===== src/rtl/generador_secuencia.sv =====
// generador_secuencia: MSB-first serial transmitter driving the single-wire dato line.
// Define GENERADOR_PARIDAD_EN to append an even-parity bit after the data bits.
module generador_secuencia #(
    parameter int ANCHO      = 16,
    parameter int CICLOS_BIT = 2,
    localparam int LW        = $clog2(ANCHO)
) (
    input  logic             clk,
    input  logic             reset,
    input  logic             iniciar,
    input  logic [ANCHO-1:0] palabra,
    input  logic [LW-1:0]    longitud,
    input  logic             cancelar,
    output logic             listo,
    output logic             ocupado,
    output logic             dato,
    output logic             fin
);
    localparam int CW = (CICLOS_BIT > 1) ? $clog2(CICLOS_BIT) : 1;
    localparam logic [CW-1:0] CNT_MAX = CW'(CICLOS_BIT - 1);
    localparam logic [LW-1:0] IDX_MAX = LW'(ANCHO - 1);
`ifdef GENERADOR_PARIDAD_EN
    typedef enum logic [1:0] {REPOSO, TRANSMITE, PARIDAD} estado_t;
`else
    typedef enum logic [0:0] {REPOSO, TRANSMITE} estado_t;
`endif
    estado_t          estado_q, estado_d;
    logic [ANCHO-1:0] palabra_q, palabra_d;
    logic [LW-1:0]    idx_q, idx_d, idx_ini;
    logic [CW-1:0]    cnt_q, cnt_d;
    logic             dato_q, dato_d;
    logic             fin_bit;
`ifdef GENERADOR_PARIDAD_EN
    logic             par_q, par_d;
`endif

    always_comb begin
        idx_ini   = (longitud == '0) ? IDX_MAX : longitud - 1'b1;
        fin_bit   = (cnt_q == CNT_MAX);
        estado_d  = estado_q;
        palabra_d = palabra_q;
        idx_d     = idx_q;
        cnt_d     = cnt_q;
        dato_d    = dato_q;
`ifdef GENERADOR_PARIDAD_EN
        par_d     = par_q;
`endif
        case (estado_q)
            REPOSO: begin
                // cancelar takes priority over a simultaneous request
                if (iniciar && !cancelar) begin
                    estado_d  = TRANSMITE;
                    palabra_d = palabra;
                    idx_d     = idx_ini;
                    cnt_d     = '0;
                    dato_d    = palabra[idx_ini];
`ifdef GENERADOR_PARIDAD_EN
                    par_d     = palabra[idx_ini];
`endif
                end
            end
            TRANSMITE: begin
                if (cancelar) begin
                    estado_d = REPOSO;
                    dato_d   = 1'b0;
                    cnt_d    = '0;
                end else begin
                    cnt_d = fin_bit ? '0 : cnt_q + 1'b1;
                    if (fin_bit && idx_q == '0) begin
`ifdef GENERADOR_PARIDAD_EN
                        estado_d = PARIDAD;
                        dato_d   = par_q;
`else
                        estado_d = REPOSO;
                        dato_d   = 1'b0;
`endif
                    end else if (fin_bit) begin
                        idx_d  = idx_q - 1'b1;
                        dato_d = palabra_q[idx_q - 1'b1];
`ifdef GENERADOR_PARIDAD_EN
                        par_d  = par_q ^ palabra_q[idx_q - 1'b1];
`endif
                    end
                end
            end
`ifdef GENERADOR_PARIDAD_EN
            PARIDAD: begin
                if (cancelar || fin_bit) begin
                    estado_d = REPOSO;
                    dato_d   = 1'b0;
                    cnt_d    = '0;
                end else begin
                    cnt_d = cnt_q + 1'b1;
                end
            end
`endif
            default: estado_d = REPOSO;
        endcase
    end

    always_ff @(posedge clk or negedge reset) begin
        if (!reset) begin
            estado_q  <= REPOSO;
            palabra_q <= '0;
            idx_q     <= '0;
            cnt_q     <= '0;
            dato_q    <= 1'b0;
`ifdef GENERADOR_PARIDAD_EN
            par_q     <= 1'b0;
`endif
        end else begin
            estado_q  <= estado_d;
            palabra_q <= palabra_d;
            idx_q     <= idx_d;
            cnt_q     <= cnt_d;
            dato_q    <= dato_d;
`ifdef GENERADOR_PARIDAD_EN
            par_q     <= par_d;
`endif
        end
    end

    assign listo   = (estado_q == REPOSO);
    assign ocupado = ~listo;
    assign dato    = dato_q;
`ifdef GENERADOR_PARIDAD_EN
    assign fin     = (estado_q == PARIDAD) && fin_bit && !cancelar;
`else
    assign fin     = (estado_q == TRANSMITE) && fin_bit && (idx_q == '0) && !cancelar;
`endif
endmodule

===== config.mk =====
export PLATFORM = sky130hd
export DESIGN_NAME = generador_secuencia
export DESIGN_NICKNAME = d
export VERILOG_FILES = /design/src/rtl/generador_secuencia.sv
export SDC_FILE = /design/constraint.sdc
export NUM_CORES = 1
export LEC_CHECK = 0
export CORE_MARGIN = 3
export CORE_UTILIZATION = 54
export DETAILED_ROUTE_END_ITERATION = 6
export PLACE_DENSITY = 0.86
export SLEW_MARGIN = 20
export SYNTH_ARGS = -nofsm -noshare
export SYNTH_HDL_FRONTEND = slang
export SYNTH_SLANG_ARGS = --single-unit

===== constraint.sdc =====
create_clock -name clk -period 5.04 [get_ports clk]
set_input_delay 1.512 -clock clk [delete_from_list [all_inputs] [get_ports clk]]
set_output_delay 1.512 -clock clk [all_outputs]
set_load 0.02 [all_outputs]

==> key figures, run 1 <==
STA
  • Setup violations, final: 0
  • Setup TNS: 0 ps
  • Worst slew pin tran: 829.1 ps
  • Worst hold margin: 500.3 ps
  • Slew Limit Headroom: 44.52%
  • Final Skew: 0.6704 ps
  • Final Critical Period: 4384 ps
  • Final Max Slew Viols: 0
  • RSZ-0062 raised after global routing: false
  • Final Hold Viols: 0
  • Tcrit/Tclk final: 86.99%
  • Fmax: 228.1 MHz

GRT
  • Largest net degree at the start of global routing: 24
  • Total gr overflow: 0
  • Initial antenna violation count: 0
  • First-pass GRT wire length: 5.030 mm
  • Vias in the first global route: 1107
  • GRT Util Overall: 20.80%

Setup path
  • Worst Path Arrival: 2870 ps
  • Startpoint Class: input port
  • CP startpoint: cancelar
  • RR Startpoint: idx_q[0]
  • CP Capture Type: output pin
  • Kind of critical path: input port to output pin
  • R2R depth: 7
  • Flop2flop setup slack: 2590 ps
  • Critical-path maximum fanout: 5
  • WP data required: 3530 ps
  • Critical Path Sink: fin
  • Reg2reg end: dato

Detailed routing
  • Vias per cell: 6.018
  • DRT Wirelength: 2.967 mm
  • Pre-antenna DRT Iters: 5
  • First DRT Iteration DRCs: 14
  • Final ANT Viol Nets: 0
  • Drt wl/cell: 17.87 microns
  • DR vias: 999
  • DRC Markers: 0

Clocking
  • Clock Path Buffers: 2
  • CTS H-tree depth: 1
  • Post-CTS Setup Inserts: 0
  • Hold buffers post-CTS: 0
  • Clk slew on worst S/H paths: 130 ps
  • Post-cts sizing count: 0
  • CTS Sinks: 23
  • Clock Tree Root: clkbuf_4
  • Cts bufs inserted: 3
  • CTS tree: yes
  • Skew-Pair Late Insertion Delay: 320 ps

Placed design
  • PortBufs: 27
  • Post-DP HPWL: 2.321 mm
  • Placer Congestion: 0.8244

Worst hold path
  • Worst hold start: palabra_q[7]
  • Min-delay worst type: register to register

Yosys
  • Mapped Area: 0.001365 sq mm
  • Ys async rst share: 100.0%
  • Register area share after synthesis: 42.16%
  • Post-synth EDFFs: 0
  • Synth area leader: dfrtp_1
  • Yosys top cell area share: 42.16%
  • Syn_area_per_cell: 12.41 sq um
  • Gate Count Post-Synth: 110
  • Synth Flop Type: dfrtp_1
  • Post-Syn Nets: 138
  • Synth cell types: 35
  • Ys Warns: 0
  • Synthesized flop and latch total: 23
  • Area contributors post-synth: dfrtp_1 (42%), mux2_1 (12%), mux4_1 (7.7%)

Floorplan
  • Die W: 56.28 microns
  • Starting density of the core: 59.42%
  • Cell row count: 17
  • Core ar.: 0.002297 sq mm
  • Die height: 56.28 microns
  • Die area: 0.003167 sq mm
  • Top-Level Pins: 28

Final layout
  • Layout Nets: 167
  • Most common cell after layout, fill and taps aside: clkdlybuf4s50_1
  • Fillers: 177
  • N_diodes: 0
  • Area grow syn2layout: 22.64%
  • Layout cell share with drive strength beyond 1: 10.14%
  • Most frequent cells in the layout: clkdlybuf4s50_1 (26), dfrtp_1 (23), mux2_1 (14)

Power and ir drop
  • PwrDens: 366.8 mW/mm^2
  • Leakage: 0.7091 nW
  • Maximum VDD drop: 0.0002871 V

Outcome
  • Status: finished clean

Flow run
  • Max-Cap Viols: 0
## cells by family after synthesis
kind of cell               share of synthesized area (%)
adders and majority gates                          3.667
AOI/OAI and AO/OA                                  8.066
muxes                                              31.16
buffers and inverters                              3.575
and+or+nand+nor                                    10.08
xor gates and xnor gates                           1.283
DFF                                                42.16
## power breakdown
part           switching [mW]  total (mW)  internal [mW]  leakage, nW
clock network          0.0613      0.0911         0.0298       0.0177
logic                   0.112       0.245          0.133        0.418
registers              0.0450       0.278          0.233        0.273
total                   0.219       0.614          0.396        0.709
## critical path, stage by stage
cell and delay, ps:
clkdlybuf4s50_1 480, inv_2 100, and4_1 180, clkdlybuf4s50_1 600
## area by class of cell
type                       count  area [sq um]  area share, %
tap                           28         35.03          2.093
inverter                       6         22.52          1.345
sequential                    23         575.6          34.38
clock buffer                   3         22.52          1.345
timing repair buffer          28         272.8          16.29
clock inverter                 1         5.005         0.2990
multi-input combinational     77         740.7          44.25
## synthesized netlist by cell type (2+ instances only)
| master | number |
|---|---|
| dfrtp_1 | 23 |
| o21ai_0 | 8 |
| mux2_1 | 14 |
| mux2_2 | 2 |
| mux2i_1 | 5 |
| mux4_2 | 4 |
| xor2_1 | 2 |
| nor2_1 | 4 |
| ha_1 | 4 |
| a21oi_1 | 5 |
| nor3_1 | 2 |
| clkbuf_1 | 2 |
| nand2_1 | 2 |
| inv_1 | 5 |
| nand2b_1 | 4 |
| mux4_1 | 4 |
| nor3b_1 | 2 |
## layer usage
metal | GRT usage [%] | share of wire [%] | vias up
met3 | 5.057 | 5.0 | 8
li1 | - | - | 469
met5 | 0 | 0 | -
met4 | 10.17 | 2.6 | 0
met1 | 24.25 | 43 | 483
met2 | 35.56 | 49 | 39
## worst min path at each step
stage / endpoint / cells after the start / slack (ps)
detailed placement: palabra_q[7] / 1 / 470
global placement: palabra_q[13] / 1 / 460
CTS: palabra_q[7] / 1 / 500
floorplan: palabra_q[13] / 1 / 450
global route: palabra_q[8] / 1 / 530
finish: palabra_q[7] / 1 / 500
## registers in the layout, summed over array words and instances (netlist names)
| name | cells |
|---|---|
| idx_q | 4 |
| ocupado | 1 |
| dato | 1 |
| palabra_q | 16 |
| cnt_q | 1 |
## metrics by stage
stage	total power, mW	util, %	setup slack, ps	instance area, sq um	cells
after global placement	0.5118	71.90	699.3	1652	162
after floorplan	0.4402	-	1691	1365	110
after detailed placement	0.5266	71.90	659.9	1652	162
after global routing	0.6580	72.88	598.1	1674	166
final	0.6141	72.88	655.9	1674	166
after CTS	0.6161	73.09	661.6	1679	166
(Power assumes the default switching activity.)
==> run 2, diff against run 1 <==
--- a/config.mk
+++ b/config.mk
@@ -9,6 +9,7 @@
 export CORE_UTILIZATION = 54
 export DETAILED_ROUTE_END_ITERATION = 6
 export PLACE_DENSITY = 0.86
+export RECOVER_POWER = 100
 export SLEW_MARGIN = 20
 export SYNTH_ARGS = -nofsm -noshare
 export SYNTH_HDL_FRONTEND = slang
==> run 2 against run 1 <==
  * Clock power fell by 0.5%
  * Via count did not move
  * Worst hold slack barely moved
  * Sequential power barely moved
  * Critical path depth did not move
  * Final cell count did not move
  * Sequential share of layout area rose by 0.10 points
  * Critical path type unchanged
  * Largest power group unchanged
  * Highest routed layer unchanged
==> key figures, run 2 (same netlist as run 1, synthesis figures left out) <==
Detailed routing
  • First DRT Iteration DRCs: 15
  • Final ANT Viol Nets: 0
  • Pre-antenna DRT Iters: 4
  • Vias per cell: 6.018
  • DRT Wirelength: 2.957 mm
  • DRC Markers: 0
  • Drt wl/cell: 17.81 microns
  • DR vias: 999

Worst hold path
  • Worst hold stages: 1
  • Worst hold start: palabra_q[7]
  • Min-delay worst type: register to register
  • Hold Path End: palabra_q[7]

Final layout
  • Layout cell share with drive strength beyond 1: 8.696%
  • Most common cell after layout, fill and taps aside: dfrtp_1
  • Area grow syn2layout: 22.27%
  • Final Util: 72.66%
  • Post-layout instance count excluding filler cells: 166
  • Layout Nets: 167
  • Top Registers: palabra_q x16, idx_q x4
  • N_diodes: 0
  • Most frequent cells in the layout: dfrtp_1 (23), clkdlybuf4s50_1 (20), mux2_1 (14)
  • Largest register by flop count: palabra_q
  • Max reg flops: 16
  • Fillers: 180

Flow run
  • Max-Cap Viols: 0

GRT
  • Total gr overflow: 0
  • Vias in the first global route: 1107
  • First-pass GRT wire length: 5.030 mm
  • Largest net degree at the start of global routing: 24
  • GRT Util Overall: 20.80%
  • Initial antenna violation count: 0

STA
  • Final Hold Viols: 0
  • Setup violations, final: 0
  • RSZ-0062 raised after global routing: false
  • Final Skew: 1.163 ps
  • Worst hold margin: 500.0 ps
  • Worst slew pin tran: 1249 ps
  • Tcrit/Tclk final: 90.44%
  • Final Critical Period: 4558 ps
  • Fmax: 219.4 MHz
  • Final Max Slew Viols: 0
  • Setup TNS: 0 ps
  • Slew Limit Headroom: 16.75%

Setup path
  • R2R depth: 7
  • Kind of critical path: input port to output pin
  • Flop2flop setup slack: 2590 ps
  • Reg2reg end: dato
  • CP top delay family: buffers and inverters
  • Worst Path Arrival: 3050 ps
  • RR Startpoint: idx_q[0]
  • CP Capture Type: output pin
  • Startpoint Class: input port
  • WP data required: 3530 ps
  • Crit path cell chain: dlygate4sd3_1 > inv_2 > and4_1 > dlygate4sd3_1
  • Max incr delay on CP: 670 ps
  • Most used cell, CP: dlygate4sd3_1
  • Crit-path slowest cell: dlygate4sd3_1
  • Critical-path maximum fanout: 5
  • WP buf/inv: 3

Floorplan
  • Top-Level Pins: 28
  • Die height: 56.28 microns
  • Core ar.: 0.002297 sq mm
  • Starting density of the core: 59.42%
  • Die area: 0.003167 sq mm
  • Cell row count: 17
  • Die W: 56.28 microns

Power and ir drop
  • Final total power: 609.6 uW
  • Leakage: 0.7090 nW
  • PwrDens: 365.2 mW/mm^2
  • Maximum VDD drop: 0.0002855 V

Clocking
  • CTS tree: yes
  • Post-CTS Setup Inserts: 0
  • Cts bufs inserted: 3
  • Clock Path Buffers: 2
  • Hold buffers post-CTS: 0
  • CTS H-tree depth: 1
  • Clock Tree Root: clkbuf_4
  • Post-cts sizing count: 0
  • Clk slew on worst S/H paths: 130 ps
  • Skew-Pair Late Insertion Delay: 320 ps
  • CTS Sinks: 23

Placed design
  • PortBufs: 27
  • Post-DP HPWL: 2.321 mm
  • DP Cell Count: 162
  • Placer Congestion: 0.8244

Outcome
  • Status: finished clean
run 2: cell type report:
class                   count  area [sq um]  area share (%)
repair buffers             28         267.8           16.04
clock inverters             1         5.005          0.2999
clock buffers               3         22.52           1.349
well taps                  28         35.03           2.099
multi-input cells          77         740.7           44.38
flip-flops and latches     23         575.6           34.48
inverters                   6         22.52           1.349
run 2: power by group:
| part | total (mW) | internal [mW] | switching [mW] | leakage, nW |
|---|---|---|---|---|
| Clock | 0.0906 | 0.0298 | 0.0608 | 0.0177 |
| Combinational | 0.242 | 0.130 | 0.112 | 0.418 |
| Sequential | 0.277 | 0.233 | 0.0442 | 0.273 |
run 2: layer usage:
layer  vias to the layer above  GRT usage [%]  routed length [microns]
met5                         -              0                        0
li1                        472              -                        -
met4                         0          10.17                       78
met3                         8          5.057                      147
met2                        39          35.56                     1448
met1                       480          24.25                     1283
run 2: worst max-delay path by stage:
stage,from,endpoint,slack (ps),cells past startpoint
floorplan,cancelar,fin,1690,2
global placement,cancelar,fin,700,4
detailed placement,cancelar,fin,660,4
CTS,cancelar,fin,660,4
global route,cancelar,fin,430,4
finish,cancelar,fin,480,4
run 2: metrics by stage:
stage / worst slack (ps) / area [sq um]
floorplan: 1691 / 1365
global placement: 699.3 / 1652
detailed placement: 659.9 / 1652
CTS: 661.6 / 1679
global route: 428.8 / 1669
finish: 481.7 / 1669
